$ cat src/rtl/psum_pkg.sv
// Shared definitions for the psum collector slice.
//   - state_e   : collector FSM states
//   - PSUM_W    : width of the incoming partial-sum word
//   - COL_W     : width of one column field in split mode
//   - ACC_W_DEF : default accumulator lane width
//   - ext()     : sign/zero extension of a column or full psum to EXT_W bits
package psum_pkg;

  localparam int unsigned PSUM_W    = 18;
  localparam int unsigned COL_W     = PSUM_W / 2;
  localparam int unsigned ACC_W_DEF = 24;
  // Wide enough for a total-mode accumulator up to 2*31 bits.
  localparam int unsigned EXT_W     = 64;

  typedef enum logic [1:0] {
    IDLE  = 2'd0,
    ACCUM = 2'd1,
    DRAIN = 2'd2
  } state_e;

  // col=1 extends v[COL_W-1:0], col=0 extends the whole PSUM_W word.
  function automatic logic [EXT_W-1:0] ext(input logic [PSUM_W-1:0] v, input logic col,
                                           input logic sgn);
    logic fill;
    if (col) begin
      fill = sgn & v[COL_W-1];
      return {{(EXT_W-COL_W){fill}}, v[COL_W-1:0]};
    end
    fill = sgn & v[PSUM_W-1];
    return {{(EXT_W-PSUM_W){fill}}, v};
  endfunction

endpackage

$ cat src/rtl/psum_collector_if.sv
// Bundle of the collector's three handshakes: job configuration, psum stream from the
// fusion unit and result writeback.
//   master : array controller / writeback side (drives cfg, psum, acc_ready)
//   slave  : the collector
interface psum_collector_if
  import psum_pkg::*;
#(
  parameter int unsigned ACC_W = ACC_W_DEF,
  parameter int unsigned CNT_W = 8
);

  logic               cfg_valid;
  logic               cfg_ready;
  logic [CNT_W-1:0]   cfg_len;
  logic               cfg_split;
  logic               cfg_sign;
  logic [PSUM_W-1:0]  psum_in;
  logic               psum_valid;
  logic               psum_ready;
  logic [2*ACC_W-1:0] acc_out;
  logic               acc_valid;
  logic               acc_ready;
  logic               sat_flag;

  modport master (
    output cfg_valid, cfg_len, cfg_split, cfg_sign, psum_in, psum_valid, acc_ready,
    input  cfg_ready, psum_ready, acc_out, acc_valid, sat_flag
  );

  modport slave (
    input  cfg_valid, cfg_len, cfg_split, cfg_sign, psum_in, psum_valid, acc_ready,
    output cfg_ready, psum_ready, acc_out, acc_valid, sat_flag
  );

endinterface

$ cat src/rtl/psum_lane_add.sv
// One accumulator lane: acc + addend + cin with overflow detection.
// Optional saturation is compiled in with the macro PSUM_SAT_EN; otherwise the sum wraps
// and the sat outputs are 0.
//   acc, addend : lane operands (addend already extended to W)
//   cin         : carry in (low lane's carry when chained for total mode)
//   sgn         : operands are two's complement
//   sat_ok      : this lane is the top of its accumulator and may clamp
//   sum, cout   : result and raw carry out
//   sat_pos/neg : the result was clamped to the upper/lower bound
module psum_lane_add #(
  parameter int unsigned W = 24
) (
  input  logic [W-1:0] acc,
  input  logic [W-1:0] addend,
  input  logic         cin,
  input  logic         sgn,
  input  logic         sat_ok,
  output logic [W-1:0] sum,
  output logic         cout,
  output logic         sat_pos,
  output logic         sat_neg
);

  logic [W:0] raw;
  logic       ovf_pos;
  logic       ovf_neg;

  always_comb begin
    raw = {1'b0, acc} + {1'b0, addend} + {{W{1'b0}}, cin};
    if (sgn) begin
      // Carry-in is folded into raw, so the sign rule stays exact for chained lanes.
      ovf_pos = ~acc[W-1] & ~addend[W-1] &  raw[W-1];
      ovf_neg =  acc[W-1] &  addend[W-1] & ~raw[W-1];
    end else begin
      ovf_pos = raw[W];
      ovf_neg = 1'b0;
    end
  end

  assign cout = raw[W];

`ifdef PSUM_SAT_EN
  always_comb begin
    sat_pos = sat_ok & ovf_pos;
    sat_neg = sat_ok & ovf_neg;
    if (sat_pos) begin
      sum = sgn ? {1'b0, {(W-1){1'b1}}} : {W{1'b1}};
    end else if (sat_neg) begin
      sum = {1'b1, {(W-1){1'b0}}};
    end else begin
      sum = raw[W-1:0];
    end
  end
`else
  logic unused_sat;
  assign unused_sat = ^{sat_ok, ovf_pos, ovf_neg};
  assign sat_pos    = 1'b0;
  assign sat_neg    = 1'b0;
  assign sum        = raw[W-1:0];
`endif

endmodule

$ cat src/rtl/psum_collector.sv
// Receive end of the fusion-unit partial-sum interface. Accumulates cfg_len psum beats
// either as two column lanes (split) or as one 2*ACC_W total, then offers the result on
// a valid/ready handshake.
//   clk, rst : clock, synchronous active-high reset
//   bus      : psum_collector_if.slave (cfg_*, psum_*, acc_*, sat_flag)
// Macro PSUM_SAT_EN: saturating adds with a sticky sat_flag; undefined, adds wrap and
// sat_flag stays 0.
module psum_collector
  import psum_pkg::*;
#(
  parameter int unsigned ACC_W = ACC_W_DEF,
  parameter int unsigned CNT_W = 8
) (
  input  logic            clk,
  input  logic            rst,
  psum_collector_if.slave bus
);

  state_e             state_q, state_d;
  logic [CNT_W-1:0]   count_q, len_q;
  logic               split_q, sign_q, sat_q;
  logic [ACC_W-1:0]   lane0_q, lane1_q;
  logic [2*ACC_W-1:0] acc_out_q;

  logic [PSUM_W-1:0]  hi_col_in;
  logic [EXT_W-1:0]   ext_lo_col, ext_hi_col, ext_tot;
  logic [ACC_W-1:0]   add0, add1;
  logic [ACC_W-1:0]   sum0, sum1, new0;
  logic               cout0, unused_cout1;
  logic               sp0, sn0, sp1, sn1;
  logic               beat_sat, last_beat, cfg_take, beat_take;
  logic               unused_ext;

  // Operand extension: split uses two columns, total uses the whole word across lanes.
  assign hi_col_in  = {{COL_W{1'b0}}, bus.psum_in[PSUM_W-1:COL_W]};
  assign ext_lo_col = ext(bus.psum_in, 1'b1, sign_q);
  assign ext_hi_col = ext(hi_col_in, 1'b1, sign_q);
  assign ext_tot    = ext(bus.psum_in, 1'b0, sign_q);
  assign unused_ext = ^{ext_lo_col[EXT_W-1:ACC_W], ext_hi_col[EXT_W-1:ACC_W],
                        ext_tot[EXT_W-1:2*ACC_W]};

  assign add0 = split_q ? ext_lo_col[ACC_W-1:0] : ext_tot[ACC_W-1:0];
  assign add1 = split_q ? ext_hi_col[ACC_W-1:0] : ext_tot[2*ACC_W-1:ACC_W];

  psum_lane_add #(.W(ACC_W)) u_lane0 (
    .acc     (lane0_q),
    .addend  (add0),
    .cin     (1'b0),
    .sgn     (sign_q),
    .sat_ok  (split_q),
    .sum     (sum0),
    .cout    (cout0),
    .sat_pos (sp0),
    .sat_neg (sn0)
  );

  // In total mode lane1 is the high half, fed by lane0's carry.
  psum_lane_add #(.W(ACC_W)) u_lane1 (
    .acc     (lane1_q),
    .addend  (add1),
    .cin     (~split_q & cout0),
    .sgn     (sign_q),
    .sat_ok  (1'b1),
    .sum     (sum1),
    .cout    (unused_cout1),
    .sat_pos (sp1),
    .sat_neg (sn1)
  );

  // A total-mode clamp must also force the low half to the matching bound.
  always_comb begin
    new0 = sum0;
    if (!split_q && sp1) begin
      new0 = {ACC_W{1'b1}};
    end else if (!split_q && sn1) begin
      new0 = {ACC_W{1'b0}};
    end
  end

  assign beat_sat  = sp0 | sn0 | sp1 | sn1;
  assign last_beat = (count_q == len_q - 1'b1);
  assign cfg_take  = (state_q == IDLE) && bus.cfg_valid;
  assign beat_take = (state_q == ACCUM) && bus.psum_valid;

  // FSM state register
  always_ff @(posedge clk) begin
    if (rst) begin
      state_q <= IDLE;
    end else begin
      state_q <= state_d;
    end
  end

  // FSM next state
  always_comb begin
    state_d = state_q;
    unique case (state_q)
      IDLE:    if (bus.cfg_valid) state_d = ACCUM;
      ACCUM:   if (bus.psum_valid && last_beat) state_d = DRAIN;
      DRAIN:   if (bus.acc_ready) state_d = IDLE;
      default: state_d = IDLE;
    endcase
  end

  // FSM outputs, decoded from state
  always_comb begin
    bus.cfg_ready  = 1'b0;
    bus.psum_ready = 1'b0;
    bus.acc_valid  = 1'b0;
    unique case (state_q)
      IDLE:    bus.cfg_ready  = 1'b1;
      ACCUM:   bus.psum_ready = 1'b1;
      DRAIN:   bus.acc_valid  = 1'b1;
      default: ;
    endcase
  end

  // Datapath
  always_ff @(posedge clk) begin
    if (rst) begin
      count_q   <= '0;
      len_q     <= '0;
      split_q   <= 1'b0;
      sign_q    <= 1'b0;
      sat_q     <= 1'b0;
      lane0_q   <= '0;
      lane1_q   <= '0;
      acc_out_q <= '0;
    end else if (cfg_take) begin
      len_q   <= (bus.cfg_len == '0) ? CNT_W'(1) : bus.cfg_len;
      split_q <= bus.cfg_split;
      sign_q  <= bus.cfg_sign;
      count_q <= '0;
      sat_q   <= 1'b0;
      lane0_q <= '0;
      lane1_q <= '0;
    end else if (beat_take) begin
      lane0_q <= new0;
      lane1_q <= sum1;
      count_q <= count_q + 1'b1;
      if (beat_sat) begin
        sat_q <= 1'b1;
      end
      if (last_beat) begin
        acc_out_q <= {sum1, new0};
      end
    end
  end

  assign bus.acc_out  = acc_out_q;
  assign bus.sat_flag = sat_q;

endmodule

$ cat src/flat_wrapper.sv
// flat-port wrapper written by rule: the top's interface ports become plain ports
module psum_collector_flat import psum_pkg::*;
#(
  parameter int unsigned ACC_W = ACC_W_DEF,
  parameter int unsigned CNT_W = 8
)
  (clk, rst, bus_cfg_valid, bus_cfg_len, bus_cfg_split, bus_cfg_sign, bus_psum_in, bus_psum_valid, bus_acc_ready, bus_cfg_ready, bus_psum_ready, bus_acc_out, bus_acc_valid, bus_sat_flag);
  psum_collector_if #(.ACC_W(ACC_W), .CNT_W(CNT_W)) bus_i ();
  input  logic clk;
  input  logic rst;
  input wire logic [$bits(bus_i.cfg_valid)-1:0] bus_cfg_valid;
  input wire logic [$bits(bus_i.cfg_len)-1:0] bus_cfg_len;
  input wire logic [$bits(bus_i.cfg_split)-1:0] bus_cfg_split;
  input wire logic [$bits(bus_i.cfg_sign)-1:0] bus_cfg_sign;
  input wire logic [$bits(bus_i.psum_in)-1:0] bus_psum_in;
  input wire logic [$bits(bus_i.psum_valid)-1:0] bus_psum_valid;
  input wire logic [$bits(bus_i.acc_ready)-1:0] bus_acc_ready;
  output wire logic [$bits(bus_i.cfg_ready)-1:0] bus_cfg_ready;
  output wire logic [$bits(bus_i.psum_ready)-1:0] bus_psum_ready;
  output wire logic [$bits(bus_i.acc_out)-1:0] bus_acc_out;
  output wire logic [$bits(bus_i.acc_valid)-1:0] bus_acc_valid;
  output wire logic [$bits(bus_i.sat_flag)-1:0] bus_sat_flag;
  assign bus_i.cfg_valid = bus_cfg_valid;
  assign bus_i.cfg_len = bus_cfg_len;
  assign bus_i.cfg_split = bus_cfg_split;
  assign bus_i.cfg_sign = bus_cfg_sign;
  assign bus_i.psum_in = bus_psum_in;
  assign bus_i.psum_valid = bus_psum_valid;
  assign bus_i.acc_ready = bus_acc_ready;
  assign bus_cfg_ready = bus_i.cfg_ready;
  assign bus_psum_ready = bus_i.psum_ready;
  assign bus_acc_out = bus_i.acc_out;
  assign bus_acc_valid = bus_i.acc_valid;
  assign bus_sat_flag = bus_i.sat_flag;
  psum_collector #(.ACC_W(ACC_W), .CNT_W(CNT_W)) u_core (.clk(clk), .rst(rst), .bus(bus_i));
endmodule
$ cat config.mk
export PLATFORM = sky130hd
export DESIGN_NAME = psum_collector_flat
export DESIGN_NICKNAME = d
export VERILOG_FILES = /design/src/rtl/psum_pkg.sv /design/src/rtl/psum_collector_if.sv /design/src/rtl/psum_lane_add.sv /design/src/rtl/psum_collector.sv /design/src/flat_wrapper.sv
export SDC_FILE = /design/constraint.sdc
export NUM_CORES = 1
export LEC_CHECK = 0
export ABC_AREA = 0
export ABC_CLOCK_PERIOD_IN_PS = 6450
export BUFFER_PORTS_ARGS = -buffer_cell sky130_fd_sc_hd__buf_2
export CAP_MARGIN = 20
export CORE_ASPECT_RATIO = 1.75
export CORE_UTILIZATION = 40
export CTS_CLUSTER_DIAMETER = 100
export DETAILED_ROUTE_END_ITERATION = 12
export PLACE_DENSITY = 0.67
export RECOVER_POWER = 50
export SYNTH_ARGS = -nofsm -noshare
export SYNTH_HDL_FRONTEND = slang
export SYNTH_SLANG_ARGS = --single-unit
$ cat constraint.sdc
create_clock -name clk -period 6.45 [get_ports clk]
set_clock_uncertainty 0.2 [all_clocks]
set_input_delay 0.9675 -clock clk [delete_from_list [all_inputs] [get_ports clk]]
set_output_delay 0.9675 -clock clk [all_outputs]
set_load 0.005 [all_outputs]
Yosys cells after proc, flatten, opt, wreduce, memory -nomap -nowiden
Index checks and enable logic that the tools add are counted.

storage, ports and cells
  register bits after elaboration = 116
  bits in latches = 0
  RAM bits = 0
  memory bits (read-only) = 0
  input port bits = 33
  output and inout bits = 52
  word-level logic and storage cells = 42
  memories kept = 0

operators by class
  $add $sub $neg = 5
  $mul = 0
  divide/modulo/power cells = 0
  magnitude comparators = 0
  eq/ne operators = 6
  shift operators = 0
  mux-type cells = 10
  bitwise logic cells = 5
  reductions and logical operators = 8

operator list
  operator             number
  $add 24x24->25       1
  $add 24x1->24        1
  $add 24x24->24       1
  $mux 24              1
  $mux 9               1
  $add 8x1->8 const B  1
  $eq 8x8->1           1
  $logic_not 8->1      1
  $mux 8               1
  $sub 8x1->8 const B  1
  $mux 2               3
  $ne 2x2->1 const B   3
  $pmux 2 s3           1
  $reduce_and 3->1     2
  $and 1x1->1          3
  $logic_and 1x1->1    3
  $mux 1               3
  $eq 2x1->1 const B   1
  $eq 2x2->1 const B   1
  $logic_not 2->1      1
  $not 1->1            2
  $reduce_or 2->1      1

Logic depth before layout (Yosys ltp)
  depth after elaboration = 5
  gate-level depth with buffers = 23
  mapped depth without buffers = 22

By module
From an unflattened synthesis, not the netlist that was laid out.

second synthesis, totals
  cells, all modules = 971
  area, all modules = 7801.2 sq um

modules (own cells, without submodules)
  module                          instances  cells each  area an instance (sq um)  seq. area each (sq um)
  psum_collector                  1          605         5128.7                    2342.2
  psum_lane_add (u_core.u_lane0)  1          187         1375.1                    0.0
  psum_lane_add (u_core.u_lane1)  1          179         1297.5                    0.0

Least setup slack after synthesis
Ideal clock, no wire load.

  path type = input -> register
  from = input bus_psum_in[8]
  to = register u_core.acc_out_q[46] (netlist: u_core.bus.acc_out[46])
  library setup time = 0.129 ns
  data arrival time = 5.235 ns
  required time = 6.121 ns
  slack = 0.886 ns
  cell stages on the path = 22
  path through = a21boi_1 -> nor2_1 -> ha_1 -> clkbuf_1 -> a21o_1 -> a21o_1 -> a21oi_1 -> nand2_1 -> nor2_1 -> o21ai_0 -> a21oi_1 -> o22ai_1 -> fa_1 -> fa_1 -> a211oi_1 -> o21bai_1 -> o22a_1 -> a32oi_1 -> a2111oi_1 -> o31a_1 -> nand3_1 -> o211ai_1

between the ends
  word-level cells in the longest chain between the ends = 5

ends and longest elaborated chain
  item                    RTL line               RTL
  start: declaration      flat_wrapper.sv:15     input wire logic [$bits(bus_i.psum_in)-1:0] bus_psum_in;
  $and 1x1->1             psum_pkg.sv:26         fill = sgn & v[COL_W-1];
  $mux 24 *               psum_collector.sv:42   assign add0 = split_q ? ext_lo_col[ACC_W-1:0] : ext_tot[ACC_W-1:0];
  $add 24x24->25 *        psum_lane_add.sv:29    raw = {1'b0, acc} + {1'b0, addend} + {{W{1'b0}}, cin};
  $and 1x1->1 *           psum_collector.sv:61   .cin (~split_q & cout0),
  $add 24x1->24 *         psum_lane_add.sv:29
  end signal: assignment  psum_collector.sv:145  acc_out_q <= {sum1, new0};
  end: declaration        psum_collector.sv:23   logic [2*ACC_W-1:0] acc_out_q;

Every way passes the cells marked *; elsewhere a longest branch is shown, timed or not.
A chain may end at the register's enable or synchronous reset.

Worst setup path in the final report
  from = input bus_psum_in[0]
  to = register u_core.acc_out_q[46] (netlist: u_core.bus.acc_out[46])

between the ends
  word-level cells in the longest chain between the ends = 4

ends and longest elaborated chain
  item            RTL line
  $mux 24         psum_collector.sv:42
  $add 24x24->25  psum_lane_add.sv:29
  $and 1x1->1     psum_collector.sv:61
  $add 24x1->24   psum_lane_add.sv:29

No other way between the ends.

==> qor.txt <==
grt ovf = 0
fin crit share = 0.917
Sink Count = 116
commonest non-fill, non-tap cell in the layout = nand2_1
placed insts = 1,200
DP HPWL = 13,600 µm
Yosys reg bits = 116
design area = 8150 µm²
WHS Path Cells = 2
worst-path fanout max = 4
Rows = 63
Min-Delay Path Class = reg -> reg
drt first-iter violations = 333
Ports = 85
fin. max-slew vios = 94
reg2reg end = u_core.bus.acc_out[44]
wire per inst = 15.7 µm
fin nets = 1,078
reg-to-reg setup timing slack = 540 ps
share of layout cells above drive strength 1 = 0.109
Placed Area = 7550 µm²
Tot Pwr = 1.98 mW
Worst setup SP type = input port
Filler Cell Count = 1,772
setup slack after layout = 534 ps
synth warn = 0
status = finished, violations left
Pleak = 3.44 nW
Async SR Flop Fraction = 0
max_slew headroom = -0.765
I/O Buffers = 83
setup TNS = 0 ps
TritonRoute pass-1 iters = 4
GP Congestion = 0.900
die extent in y = 177 µm
most frequent cells in the layout = 207 x nand2_1, 118 x a21oi_1, 116 x dfxtp_1, 76 x nor2_1, 53 x buf_2
TritonCTS clock tree = done
Core Region = 17,000 µm²
Post-CTS Setup Bufs = 0
gr usage total = 0.221
Final Non-Filler Cells = 1,234
Antenna Cells = 0
area share of the largest cell type after synthesis = 0.331
count of final setup violators = 0
Hold-fix buffers, CTS = 0
Tightest Pin Transition = 2650 ps
Post-Syn Nets = 1,016
pin count of the biggest net entering global routing = 58
worst r2r src = u_core.split_q
WP data required = 6550 ps
Post-Syn Instances = 932
failing checks = capacitance limit, slew limit
post-route ant nets = 0
Reg area = 2320 µm²
Pwr Density = 243 nW/µm²
post-synth top area cell = dfxtp_1
CP Data Arrival Time = 6020 ps
H-tree Lvls = 4
CTS Buf Count = 17
Fmax achieved = 0.169 GHz
initial antenna violation count = 0
area of the multi-input gates = 4370 µm²
Die X = 102 µm
Area contributors post-synth = dfxtp_1 33%, nand2_1 11%, ha_1 8.5%
R2R depth = 22
final hold violation count = 0
Syn-to-layout area delta = 16.1%
first-pass GRT wire length = 31,100 µm
RSZ-0062 raised after global routing = no
Tmin final = 5920 ps
Max-Cap Viols = 2
end of the worst hold path = u_core.bus.acc_out[39]
die area = 18,100 µm²
Clk pin slew, worst setup/hold paths = 60 ps
worst-case clock buffer depth = 2
Synth Area per Inst = 7.54 µm²
Synth Flop Type = dfxtp_1
starting density of the core = 0.413
crit path kind = in -> reg
Post-CTS Resized = 0
Yosys cell types = 66
Mapped Area = 7030 µm²
Peak VDD IR = 159 µV
Seq/Total Area, Yosys = 0.331
post-DR vias/cell = 5.38
residual DRC count = 0
Hold Slack = 245 ps
Total Wirelength = 19,400 µm
Root Buffer = clkbuf_16
vias in the first global route = 6,443
post-layout util = 0.479
CP endpoint kind = flop
Placement Setup Slack = 180 ps
clk_lat worst skew = 430 ps
total number of vias = 6,635
Post-synth EDFFs = 0
Worst Hold Launch = u_core.bus.acc_out[39]
## worst max-delay path, stage by stage
cell and delay (ps):
buf_2 100, ha_1 220, fa_1 440, a211oi_1 250
nor2_1 110, o311ai_0 520, a21oi_1 190, nor2_1 200
o21ai_0 160, a21oi_1 170, o22ai_1 130, fa_1 460
fa_1 440, a211oi_1 250, o21bai_1 130, o22a_1 250
a32oi_1 310, a2111oi_1 190, o31a_1 340, nand3_1 80
o211ai_1 100
## worst max path at each step
stage / to / from
after global routing: u_core.bus.acc_out[44] / u_core.split_q
final: u_core.bus.acc_out[46] / bus_psum_in[0]
after detailed placement: u_core.bus.acc_out[46] / bus_psum_in[0]
after floorplan: u_core.bus.acc_out[46] / bus_psum_in[8]
after global placement: u_core.bus.acc_out[46] / bus_psum_in[0]
after CTS: u_core.bus.acc_out[46] / bus_psum_in[0]
## where the power goes
| group | total [mW] | internal (mW) | switching, mW |
|---|---|---|---|
| Clock | 1.02 | 0.648 | 0.374 |
| Combinational | 0.220 | 0.0777 | 0.142 |
| Sequential | 0.738 | 0.727 | 0.0112 |
| Total | 1.98 | 1.45 | 0.527 |
## metal layers
| layer | part of all wire | track usage |
|---|---|---|
| met1 | 0.41 | 0.243 |
| met2 | 0.52 | 0.403 |
| met3 | 0.033 | 0.0414 |
| met4 | 0.030 | 0.0929 |
| met5 | 0 | 0 |
## cell usage after synthesis (11+ instances only)
cell and instances:
nand3_1 33, dfxtp_1 116, clkbuf_1 42, nor2_1 77
inv_1 18, xor2_1 22, and2_1 11, o21ai_0 33
a21o_1 20, ha_1 48, a21oi_1 118, nand2_1 208
a211oi_1 11, xnor2_1 32, nand4_1 17
## flip-flops by register name, summed over array words and instances, names as in the netlist
signal              cells
u_core.lane0_q         24
u_core.count_q          8
u_core.split_q          1
u_core.state_q          2
u_core.lane1_q         24
u_core.sign_q           1
u_core.len_q            8
u_core.bus.acc_out     48
## cells by family after synthesis
logic type	Yosys count	synth area share
AND/OR/NAND/NOR	395	0.246
AO/OA/AOI/OAI	241	0.208
flip-flops	116	0.331
buffers and inverters	70	0.0461
XOR/XNOR	56	0.0720
adder cells (fa/ha/maj)	51	0.0940
multiplexers	2	0.00285
other	1	0.000534
## final cells by class
class	count	area share
tap	227	0.0348
multi-input combinational	746	0.536
sequential	116	0.285
clock buffer	17	0.0522
timing repair buffer	95	0.0585
inverter	18	0.00829
clock inverter	15	0.0252
(Power assumes the default switching activity.)
